[config.mk]
export PLATFORM = sky130hd
export DESIGN_NAME = branch_resolve_unit
export DESIGN_NICKNAME = d
export VERILOG_FILES = /design/src/rtl/mips_pkg.sv /design/src/rtl/bht_2bit.sv /design/src/rtl/branch_resolve_unit.sv
export SDC_FILE = /design/constraint.sdc
export NUM_CORES = 1
export LEC_CHECK = 0
export ABC_AREA = 1
export CAP_MARGIN = 20
export CELL_PAD_IN_SITES_DETAIL_PLACEMENT = 1
export CELL_PAD_IN_SITES_GLOBAL_PLACEMENT = 2
export CORE_MARGIN = 1.5
export CORE_UTILIZATION = 29
export CTS_BUF_LIST = sky130_fd_sc_hd__clkbuf_16
export CTS_CLUSTER_SIZE = 20
export DETAILED_ROUTE_END_ITERATION = 10
export PLACE_DENSITY_LB_ADDON = 0.2
export SETUP_SLACK_MARGIN = 0.4
export SLEW_MARGIN = 30
export SYNTH_ARGS = -nofsm -noshare
export SYNTH_HDL_FRONTEND = slang
export SYNTH_SLANG_ARGS = --single-unit
[constraint.sdc]
create_clock -name clk -period 2.7 [get_ports clk]
set_clock_uncertainty 0.15 [all_clocks]
set_input_delay 0.27 -clock clk [delete_from_list [all_inputs] [get_ports clk]]
set_output_delay 0.27 -clock clk [all_outputs]
set_load 0.01 [all_outputs]
[src/rtl/mips_pkg.sv]
// mips_pkg: control-transfer opcode/funct/regimm encodings and 2-bit counter states.
package mips_pkg;
  localparam logic [5:0] OP_SPECIAL = 6'h00;
  localparam logic [5:0] OP_REGIMM  = 6'h01;
  localparam logic [5:0] OP_J       = 6'h02;
  localparam logic [5:0] OP_JAL     = 6'h03;
  localparam logic [5:0] OP_BEQ     = 6'h04;
  localparam logic [5:0] OP_BNE     = 6'h05;
  localparam logic [5:0] OP_BLEZ    = 6'h06;
  localparam logic [5:0] OP_BGTZ    = 6'h07;
  localparam logic [5:0] FN_JR      = 6'h08;
  localparam logic [4:0] RI_BLTZ    = 5'h00;
  localparam logic [4:0] RI_BGEZ    = 5'h01;
  localparam logic [4:0] RI_BLTZAL  = 5'h10;
  localparam logic [4:0] RI_BGEZAL  = 5'h11;
  localparam logic [1:0] SNT = 2'd0;
  localparam logic [1:0] WNT = 2'd1;
  localparam logic [1:0] WT  = 2'd2;
  localparam logic [1:0] ST  = 2'd3;
endpackage

[src/rtl/bht_2bit.sv]
// bht_2bit: table of 2-bit saturating counters, one async read port and one training port.
module bht_2bit import mips_pkg::*; #(
  parameter int ENTRIES = 64,
  parameter logic [1:0] INIT_STATE = 2'b01,
  localparam int IDX = $clog2(ENTRIES)
) (
  input  logic           clk,
  input  logic           rst_n,
  input  logic [IDX-1:0] rd_idx_i,
  output logic [1:0]     rd_cnt_o,
  input  logic           wr_en_i,
  input  logic [IDX-1:0] wr_idx_i,
  input  logic           wr_taken_i
);
  logic [1:0] cnt_q [ENTRIES];
  logic [1:0] cur, cnt_d;
  assign rd_cnt_o = cnt_q[rd_idx_i];
  assign cur = cnt_q[wr_idx_i];
  always_comb cnt_d = wr_taken_i ? ((cur == ST) ? ST : cur + 2'd1) : ((cur == SNT) ? SNT : cur - 2'd1);
  always_ff @(posedge clk or negedge rst_n) begin
    if (!rst_n) begin
      for (int i = 0; i < ENTRIES; i++) cnt_q[i] <= INIT_STATE;
    end else if (wr_en_i) begin
      cnt_q[wr_idx_i] <= cnt_d;
    end
  end
endmodule

[src/rtl/branch_resolve_unit.sv]
// branch_resolve_unit: resolves decode-stage branches/jumps, registers fetch redirect and link,
// and trains the direction predictor.
module branch_resolve_unit import mips_pkg::*; #(
  parameter int BHT_ENTRIES = 64,
  parameter logic [1:0] INIT_STATE = 2'b01,
  parameter int CNT_WIDTH = 16
) (
  input  logic                 clk,
  input  logic                 rst_n,
  input  logic [31:0]          if_pc,
  output logic                 if_pred_taken,
  input  logic                 id_valid,
  input  logic                 id_stall,
  input  logic [31:0]          id_pc,
  input  logic                 id_pred_taken,
  input  logic [5:0]           id_opcode,
  input  logic [5:0]           id_funct,
  input  logic [4:0]           id_regimm,
  input  logic [15:0]          id_imm16,
  input  logic [25:0]          id_target26,
  input  logic [31:0]          id_rs_val,
  input  logic [31:0]          id_rt_val,
  output logic                 redirect,
  output logic [31:0]          redirect_pc,
  output logic                 link_valid,
  output logic [31:0]          link_value,
  output logic [CNT_WIDTH-1:0] mispredict_count
);
  localparam int IDX = $clog2(BHT_ENTRIES);
  logic is_j, is_jal, is_jr, is_ri, is_beq, is_bne, is_bgtz, is_blez, ri_ge, ri_lt, ri_link;
  logic uncond, is_cti, taken, do_link, acc, redirect_d, redirect_q, link_valid_q;
  logic [2:0] mask;
  logic [31:0] op2, pc4, pc8, target, redirect_pc_q, redirect_pc_d, link_value_q, link_value_d;
  logic [CNT_WIDTH-1:0] count_q, count_d;
  logic [1:0] rd_cnt;
  logic unused_pc;
  assign unused_pc = ^{if_pc[31:IDX+2], if_pc[1:0], rd_cnt[0]};
  always_comb begin
    is_j    = id_opcode == OP_J;
    is_jal  = id_opcode == OP_JAL;
    is_jr   = id_opcode == OP_SPECIAL && id_funct == FN_JR;
    is_ri   = id_opcode == OP_REGIMM;
    is_beq  = id_opcode == OP_BEQ;
    is_bne  = id_opcode == OP_BNE;
    is_bgtz = id_opcode == OP_BGTZ;
    is_blez = id_opcode == OP_BLEZ;
    ri_ge   = is_ri && (id_regimm == RI_BGEZ || id_regimm == RI_BGEZAL);
    ri_lt   = is_ri && (id_regimm == RI_BLTZ || id_regimm == RI_BLTZAL);
    ri_link = is_ri && (id_regimm == RI_BGEZAL || id_regimm == RI_BLTZAL);
    uncond  = is_j | is_jal | is_jr;
    // mask bits are {gt, eq, lt}: taken when the rs-vs-op2 relation hits any set bit
    mask = uncond ? 3'b111 : is_beq ? 3'b010 : is_bne ? 3'b101 : is_bgtz ? 3'b100 :
           is_blez ? 3'b011 : ri_ge ? 3'b110 : ri_lt ? 3'b001 : 3'b000;
    is_cti  = |mask;
    op2     = (is_ri | is_bgtz | is_blez) ? 32'd0 : id_rt_val;
    taken   = (mask[2] & ($signed(id_rs_val) > $signed(op2))) | (mask[1] & (id_rs_val == op2)) |
              (mask[0] & ($signed(id_rs_val) < $signed(op2)));
    pc4     = id_pc + 32'd4;
    pc8     = id_pc + 32'd8;
    target  = (is_j | is_jal) ? {pc4[31:28], id_target26, 2'b00} : is_jr ? id_rs_val :
              pc4 + {{14{id_imm16[15]}}, id_imm16, 2'b00};
    do_link = is_jal | ri_link;
    acc     = id_valid & ~id_stall;
    redirect_d    = acc & is_cti & (uncond | (taken != id_pred_taken));
    redirect_pc_d = redirect_d ? (taken ? target : pc8) : redirect_pc_q;
    link_value_d  = (acc & do_link) ? pc8 : link_value_q;
    count_d       = (redirect_d && !(&count_q)) ? count_q + CNT_WIDTH'(1) : count_q;
  end
  always_ff @(posedge clk or negedge rst_n) begin
    if (!rst_n) begin
      redirect_q    <= 1'b0;
      link_valid_q  <= 1'b0;
      redirect_pc_q <= 32'd0;
      link_value_q  <= 32'd0;
      count_q       <= '0;
    end else begin
      redirect_q    <= redirect_d;
      link_valid_q  <= acc & do_link;
      redirect_pc_q <= redirect_pc_d;
      link_value_q  <= link_value_d;
      count_q       <= count_d;
    end
  end
  assign redirect         = redirect_q;
  assign redirect_pc      = redirect_pc_q;
  assign link_valid       = link_valid_q;
  assign link_value       = link_value_q;
  assign mispredict_count = count_q;
  assign if_pred_taken    = rd_cnt[1];
  bht_2bit #(.ENTRIES(BHT_ENTRIES), .INIT_STATE(INIT_STATE)) u_bht (
    .clk        (clk),
    .rst_n      (rst_n),
    .rd_idx_i   (if_pc[IDX+1:2]),
    .rd_cnt_o   (rd_cnt),
    .wr_en_i    (acc & is_cti & ~uncond),
    .wr_idx_i   (id_pc[IDX+1:2]),
    .wr_taken_i (taken)
  );
endmodule

==> results.sh, run 1 <==
export IMPL_wl_met1_um=37900
export IMPL_clk_latency_ns=0.59
export IMPL_grt_first_pass_wirelength_um=122000
export IMPL_synth_cells=2312
export IMPL_startpoint_type="input pin"
export IMPL_die_h_um=234
export IMPL_port_buffers=248
export IMPL_num_io_pins=275
export IMPL_synth_async_sr_flop_share_pct=100
export IMPL_avgSynthCellArea_sq_um=6.71
export IMPL_fin_crit_ns=3.12
export IMPL_grt_overflow=0
export IMPL_dr_pass1_iters=5
export IMPL_fmax_mhz=321
export IMPL_synth_nets=2572
export IMPL_critPathRequiredTime_ns=3.07
export IMPL_worst_pin_slew_ns=0.656
export IMPL_post_route_period_util_pct=116
export IMPL_peakVddDrop_uv=444
export IMPL_dr_wl_met2_um=37900
export IMPL_worstSetupPathType="in -> reg"
export IMPL_numCtsBuffers=28
export IMPL_finalHoldViolCount=0
export IMPL_p_leak_uw=0.0119
export IMPL_crit_top_cell="nand2_2"
export IMPL_dp_hpwl_um=60800
export IMPL_gp_congestion=0.929
export IMPL_layout_common_cells="nand2_1, buf_4, clkdlybuf4s50_1"
export IMPL_wl_met3_um=4870
export IMPL_cts_tree="built"
export IMPL_setup_ws_ns=-0.420
export IMPL_cp_slowest_cell="ha_4"
export IMPL_highest_layer="met5"
export IMPL_nets=3268
export IMPL_grt_pass1_vias=20100
export IMPL_endpoint_kind="register"
export IMPL_synth_edf_count=0
export IMPL_drv_cap=0
export IMPL_violations="negative setup slack"
export IMPL_status="finished with violations"
export IMPL_area_growth_pct=71.1
export IMPL_min_path_type="in -> async"
export IMPL_cts_sinks=210
export IMPL_synth_cell_types=53
export IMPL_path_clk_slew_ns=0.06
export IMPL_dpl_cell_count=3579
export IMPL_track_usage_pct=29.4
export IMPL_viasPerCell=5.19
export IMPL_grt_max_degree=69
export IMPL_critical_path_max_stage_delay_ns=0.21
export IMPL_ant_nets=0
export IMPL_core_sq_um=52700
export IMPL_path_max_fanout=8
export IMPL_final_core_util_pct=50.4
export IMPL_final_cells=3722
export IMPL_syn_cell_area_sq_um=15500
export IMPL_rsz0062_at_grt="yes"
export IMPL_rows=84
export IMPL_clock_tree_buffer_depth=3
export IMPL_die_w_um=234
export IMPL_htreeDepth=1
export IMPL_yosys_warnings=0
export IMPL_die_area_sq_um=54900
export IMPL_cts_root_buffer="clkbuf_16"
export IMPL_pwr_density_cell_nw_per_um2=435
export IMPL_drc=0
export IMPL_critPathBufInv=8
export IMPL_layout_commonest_cell="nand2_1"
export IMPL_crit_arrival_ns=3.49
export IMPL_start_util_pct=29.4
export IMPL_vias=19302
export IMPL_wire_per_inst_um=22.3
export IMPL_slew_headroom_pct=55.9
export IMPL_antenna_found_initial=10
export IMPL_report_final_slew_viol_count=0
export IMPL_ys_ff_latch=210
export IMPL_finalSetupTns_ns=-63.41
export IMPL_synth_main_ff_cell="dfrtp_1"
export IMPL_postRouteWirelength_um=83000
export IMPL_yosysSeqAreaShare_pct=34.4
export IMPL_drive_gt1_share_pct=36.7
export IMPL_cp_top_family="simple AND/OR/NAND/NOR gates"
export IMPL_setup_viol=177
export IMPL_drtIter0Drc=1180
## cell usage after synthesis (20+ instances only)
| master | n | area, sq um |
|---|---|---|
| buf_2 | 27 | 135 |
| dfrtp_1 | 146 | 3650 |
| nor2_1 | 272 | 1020 |
| dfstp_2 | 64 | 1680 |
| nor3_1 | 38 | 190 |
| o211ai_1 | 20 | 150 |
| nand3_1 | 123 | 616 |
| nand4_1 | 39 | 244 |
| xor2_1 | 51 | 447 |
| o21ai_1 | 36 | 180 |
| o21ai_0 | 254 | 1270 |
| nand2_1 | 698 | 2620 |
| ha_1 | 67 | 838 |
| clkbuf_1 | 57 | 214 |
| inv_1 | 154 | 578 |
| a21oi_1 | 139 | 696 |
## worst register-to-register path, stage by stage, from the launching register on
cell     delay (ns)
dfrtp_1        0.38
inv_1          0.07
a21oi_1        0.06
o21ai_0        0.07
o21ai_0        0.10
buf_4          0.15
o21ai_0        0.14
o21ai_0        0.14
buf_4          0.17
a21oi_1        0.16
nand2_1        0.18
buf_4          0.19
o21ai_4        0.25
nand2_8        0.15
buf_16         0.20
nor2_4         0.12
nor2_2         0.06
## sequential cells by signal (all words and copies together) (netlist names)
signal,count
link_valid,1
link_value,32
mispredict_count,16
redirect,1
redirect_pc,32
u_bht.cnt_q,128
## path summary, 6_finish.rpt
path / from / endpoint / slack (ns) / depth (start not counted)
max: id_opcode[5] / u_bht.cnt_q[18] / -0.42 / 27
min: rst_n / mispredict_count[14] / 0.08 / 2
max reg2reg: u_bht.cnt_q[85] / u_bht.cnt_q[18] / -0.10 / 16
min reg2reg: u_bht.cnt_q[60] / u_bht.cnt_q[60] / 0.32 / 2
max in group asynchronous: rst_n / link_value[8] / 1.47 / 3
min in group clk: id_pc[14] / link_value[14] / 0.15 / 6
## report_power, final
| group | internal [uW] | switching (uW) | leakage [uW] |
|---|---|---|---|
| Combinational | 2050 | 2250 | 0.00882 |
| Clock | 1980 | 1640 | 0.000441 |
| Sequential | 3420 | 216 | 0.00265 |
## layer usage
metal	GRT usage, %	vias up
li1	-	9066
met1	40.3	9624
met2	47.2	491
met3	5.01	117
met4	8.85	4
met5	0	-
## layout make-up
type                       instances  area (sq um)
tap                              688           861
multi-input combinational       1834         11300
timing repair buffer             764          7480
clock buffer                      28           701
clock inverter                    23           156
fill                            6307         26100
timing repair inverter             1          16.3
sequential                       210          5340
inverter                         169           667
antenna                            5          12.5
## logic make-up after synthesis
kind of cell    share of synthesized area (%)
compound gates                           16.6
flops                                    34.4
simple gates                             32.7
fa+ha+maj                                5.54
xor+xnor                                 3.56
buf+inv                                  7.18
## stage by stage
step / hold WS (ns) / setup slack, ns / instance area, sq um / total power (uW)
after floorplan: -0.176 / -0.333 / 16100 / 5020
after global placement: 0.122 / -1.54 / 22400 / 7020
after detailed placement: 0.126 / -1.57 / 22400 / 7080
after CTS: 0.108 / -0.290 / 25200 / 11200
after global routing: 0.128 / -0.572 / 26500 / 12000
final: 0.0791 / -0.420 / 26500 / 11500
## repair_timing
item                                    in CTS  in global routing
endpoints found under the hold margin       84                  0
endpoints found under the setup margin     187                186
pin swaps                                  147                 37
gates cloned                                15                 11
hold buffers                                 2                  0
resized for setup                          417                257
buffers inserted                            45                 14
No activity file was read; power rests on OpenSTA's default activity.
==> inputs of run 2 (changes only) <==
SKIP_CTS_REPAIR_TIMING = 1   (was unset)
clock period = 3.45 ns   (was 2.7 ns; I/O delays follow)
==> results.sh, run 2 (same netlist as run 1, synthesis figures left out) <==
export IMPL_start_util_pct=29.4
export IMPL_die_h_um=234
export IMPL_antenna_found_initial=2
export IMPL_fmax_mhz=321
export IMPL_startpoint_type="input pin"
export IMPL_clk_latency_ns=0.56
export IMPL_track_usage_pct=27.2
export IMPL_hold_path_depth=4
export IMPL_cts_sinks=210
export IMPL_p_leak_uw=0.0112
export IMPL_largest_register="u_bht.cnt_q"
export IMPL_status="finished clean"
export IMPL_dp_hpwl_um=59000
export IMPL_peakVddDrop_uv=332
export IMPL_viasPerCell=5.17
export IMPL_slew_headroom_pct=57.3
export IMPL_drc=0
export IMPL_ant_nets=0
export IMPL_wire_per_inst_um=22.4
export IMPL_rows=84
export IMPL_rsz0062_at_grt="yes"
export IMPL_area_growth_pct=62.1
export IMPL_nets=3157
export IMPL_cts_tree="built"
export IMPL_gp_congestion=0.956
export IMPL_numCtsBuffers=27
export IMPL_power_uw=8680
export IMPL_path_max_fanout=10
export IMPL_vias=18635
export IMPL_pwr_density_cell_nw_per_um2=345
export IMPL_htreeDepth=1
export IMPL_worstSetupPathType="in -> reg"
export IMPL_path_clk_slew_ns=0.06
export IMPL_final_core_util_pct=47.7
export IMPL_die_w_um=234
export IMPL_largest_reg_flops=128
export IMPL_postRouteWirelength_um=80700
export IMPL_drive_gt1_share_pct=32.3
export IMPL_cts_root_buffer="clkbuf_16"
export IMPL_r2r_cells=14
export IMPL_layout_commonest_cell="nand2_1"
export IMPL_post_route_period_util_pct=90.3
export IMPL_num_io_pins=275
export IMPL_clock_tree_buffer_depth=3
export IMPL_drtIter0Drc=1003
export IMPL_report_final_slew_viol_count=0
export IMPL_min_path_type="in -> reg"
export IMPL_critPathRequiredTime_ns=3.75
export IMPL_endpoint_kind="register"
export IMPL_dr_pass1_iters=5
export IMPL_crit_arrival_ns=3.42
export IMPL_die_area_sq_um=54900
export IMPL_grt_max_degree=79
export IMPL_layout_common_cells="nand2_1, buf_4, clkdlybuf4s50_1"
export IMPL_grt_first_pass_wirelength_um=113000
export IMPL_fill_cells=6397
export IMPL_setup_viol=0
export IMPL_fin_crit_ns=3.12
export IMPL_drv_cap=0
export IMPL_port_buffers=248
export IMPL_worst_pin_slew_ns=0.640
export IMPL_grt_pass1_vias=18627
export IMPL_grt_overflow=0
export IMPL_finalHoldViolCount=0
export IMPL_core_sq_um=52700
run 2: cell count changes in the layout (fill, tap and decap cells not counted), sizes merged, moves of 3 or more:
| cell | before | now |
|---|---|---|
| diode | 5 | 2 |
| inv | 173 | 179 |
| dlygate4sd2 | 11 | 0 |
| dlymetal6s2s | 1 | 10 |
| clkinvlp | 3 | 0 |
| clkdlybuf4s15 | 7 | 0 |
| buf | 519 | 403 |
| clkinv | 16 | 9 |
| clkbuf | 36 | 53 |
run 2: final cells by class:
type	count	area, sq um	share of cell area, %
flip-flops and latches	210	5340	21.2
multi-input cells	1834	11100	44.3
inverters	169	677	2.69
clock inverters	21	133	0.528
well taps	688	861	3.43
diodes	2	5.00	0.0199
repair buffers	655	6320	25.1
clock buffers	27	676	2.69
run 2: worst paths after layout:
check	start	to	slack (ns)
worst max register to register	u_bht.cnt_q[93]	u_bht.cnt_q[106]	0.85
worst max-delay path	id_pc[5]	redirect_pc[28]	0.33
max in group asynchronous	rst_n	u_bht.cnt_q[48]	2.00
worst min-delay path	id_pc[3]	redirect_pc[3]	0.01
min in group asynchronous	rst_n	link_value[19]	0.22
worst min register to register	u_bht.cnt_q[108]	u_bht.cnt_q[108]	0.31
run 2: metal layers:
layer | vias up | wire length, um | track usage, %
met2 | 470 | 38000 | 44.4
met4 | 0 | 3270 | 11.0
li1 | 8820 | - | -
met1 | 9208 | 35600 | 36.2
met3 | 137 | 3850 | 3.34
met5 | - | 0 | 0
run 2: worst max-delay path: stages:
cell	delay, ns
buf_6	0.07
inv_2	0.04
buf_4	0.12
buf_4	0.18
nor2_2	0.16
inv_1	0.12
nor2_4	0.13
buf_4	0.13
nand4_1	0.17
xor2_2	0.22
ha_1	0.36
nand2_1	0.14
buf_4	0.18
nor2_2	0.15
buf_4	0.14
nand4_1	0.18
nand4_1	0.15
nand3_1	0.08
nand2_1	0.06
nand2_1	0.07
nand2_1	0.06
nand2_1	0.05
nand2_1	0.06
nand2_1	0.04
run 2: where the power goes:
group / leakage, uW / internal (uW) / switching, uW
combinational: 0.00815 / 1470 / 1690
sequential: 0.00265 / 2670 / 179
clock: 0.000446 / 1540 / 1120
total: 0.0112 / 5690 / 2990
run 2: per-stage QoR:
stage | instance area (sq um) | cells | hold WS [ns] | setup TNS (ns) | setup slack (ns)
6_report | 25100 | 3606 | 0.0108 | 0 | 0.334
5_1_grt | 25100 | 3606 | 0.0624 | 0 | 0.148
3_5_place_dp | 21500 | 3491 | 0.229 | -106.91 | -1.21
3_3_place_gp | 21500 | 3491 | 0.232 | -94.24 | -1.15
2_1_floorplan | 15900 | 2312 | -0.101 | 0 | 0.341
4_1_cts | 22300 | 3539 | -0.362 | -8.90 | -0.693
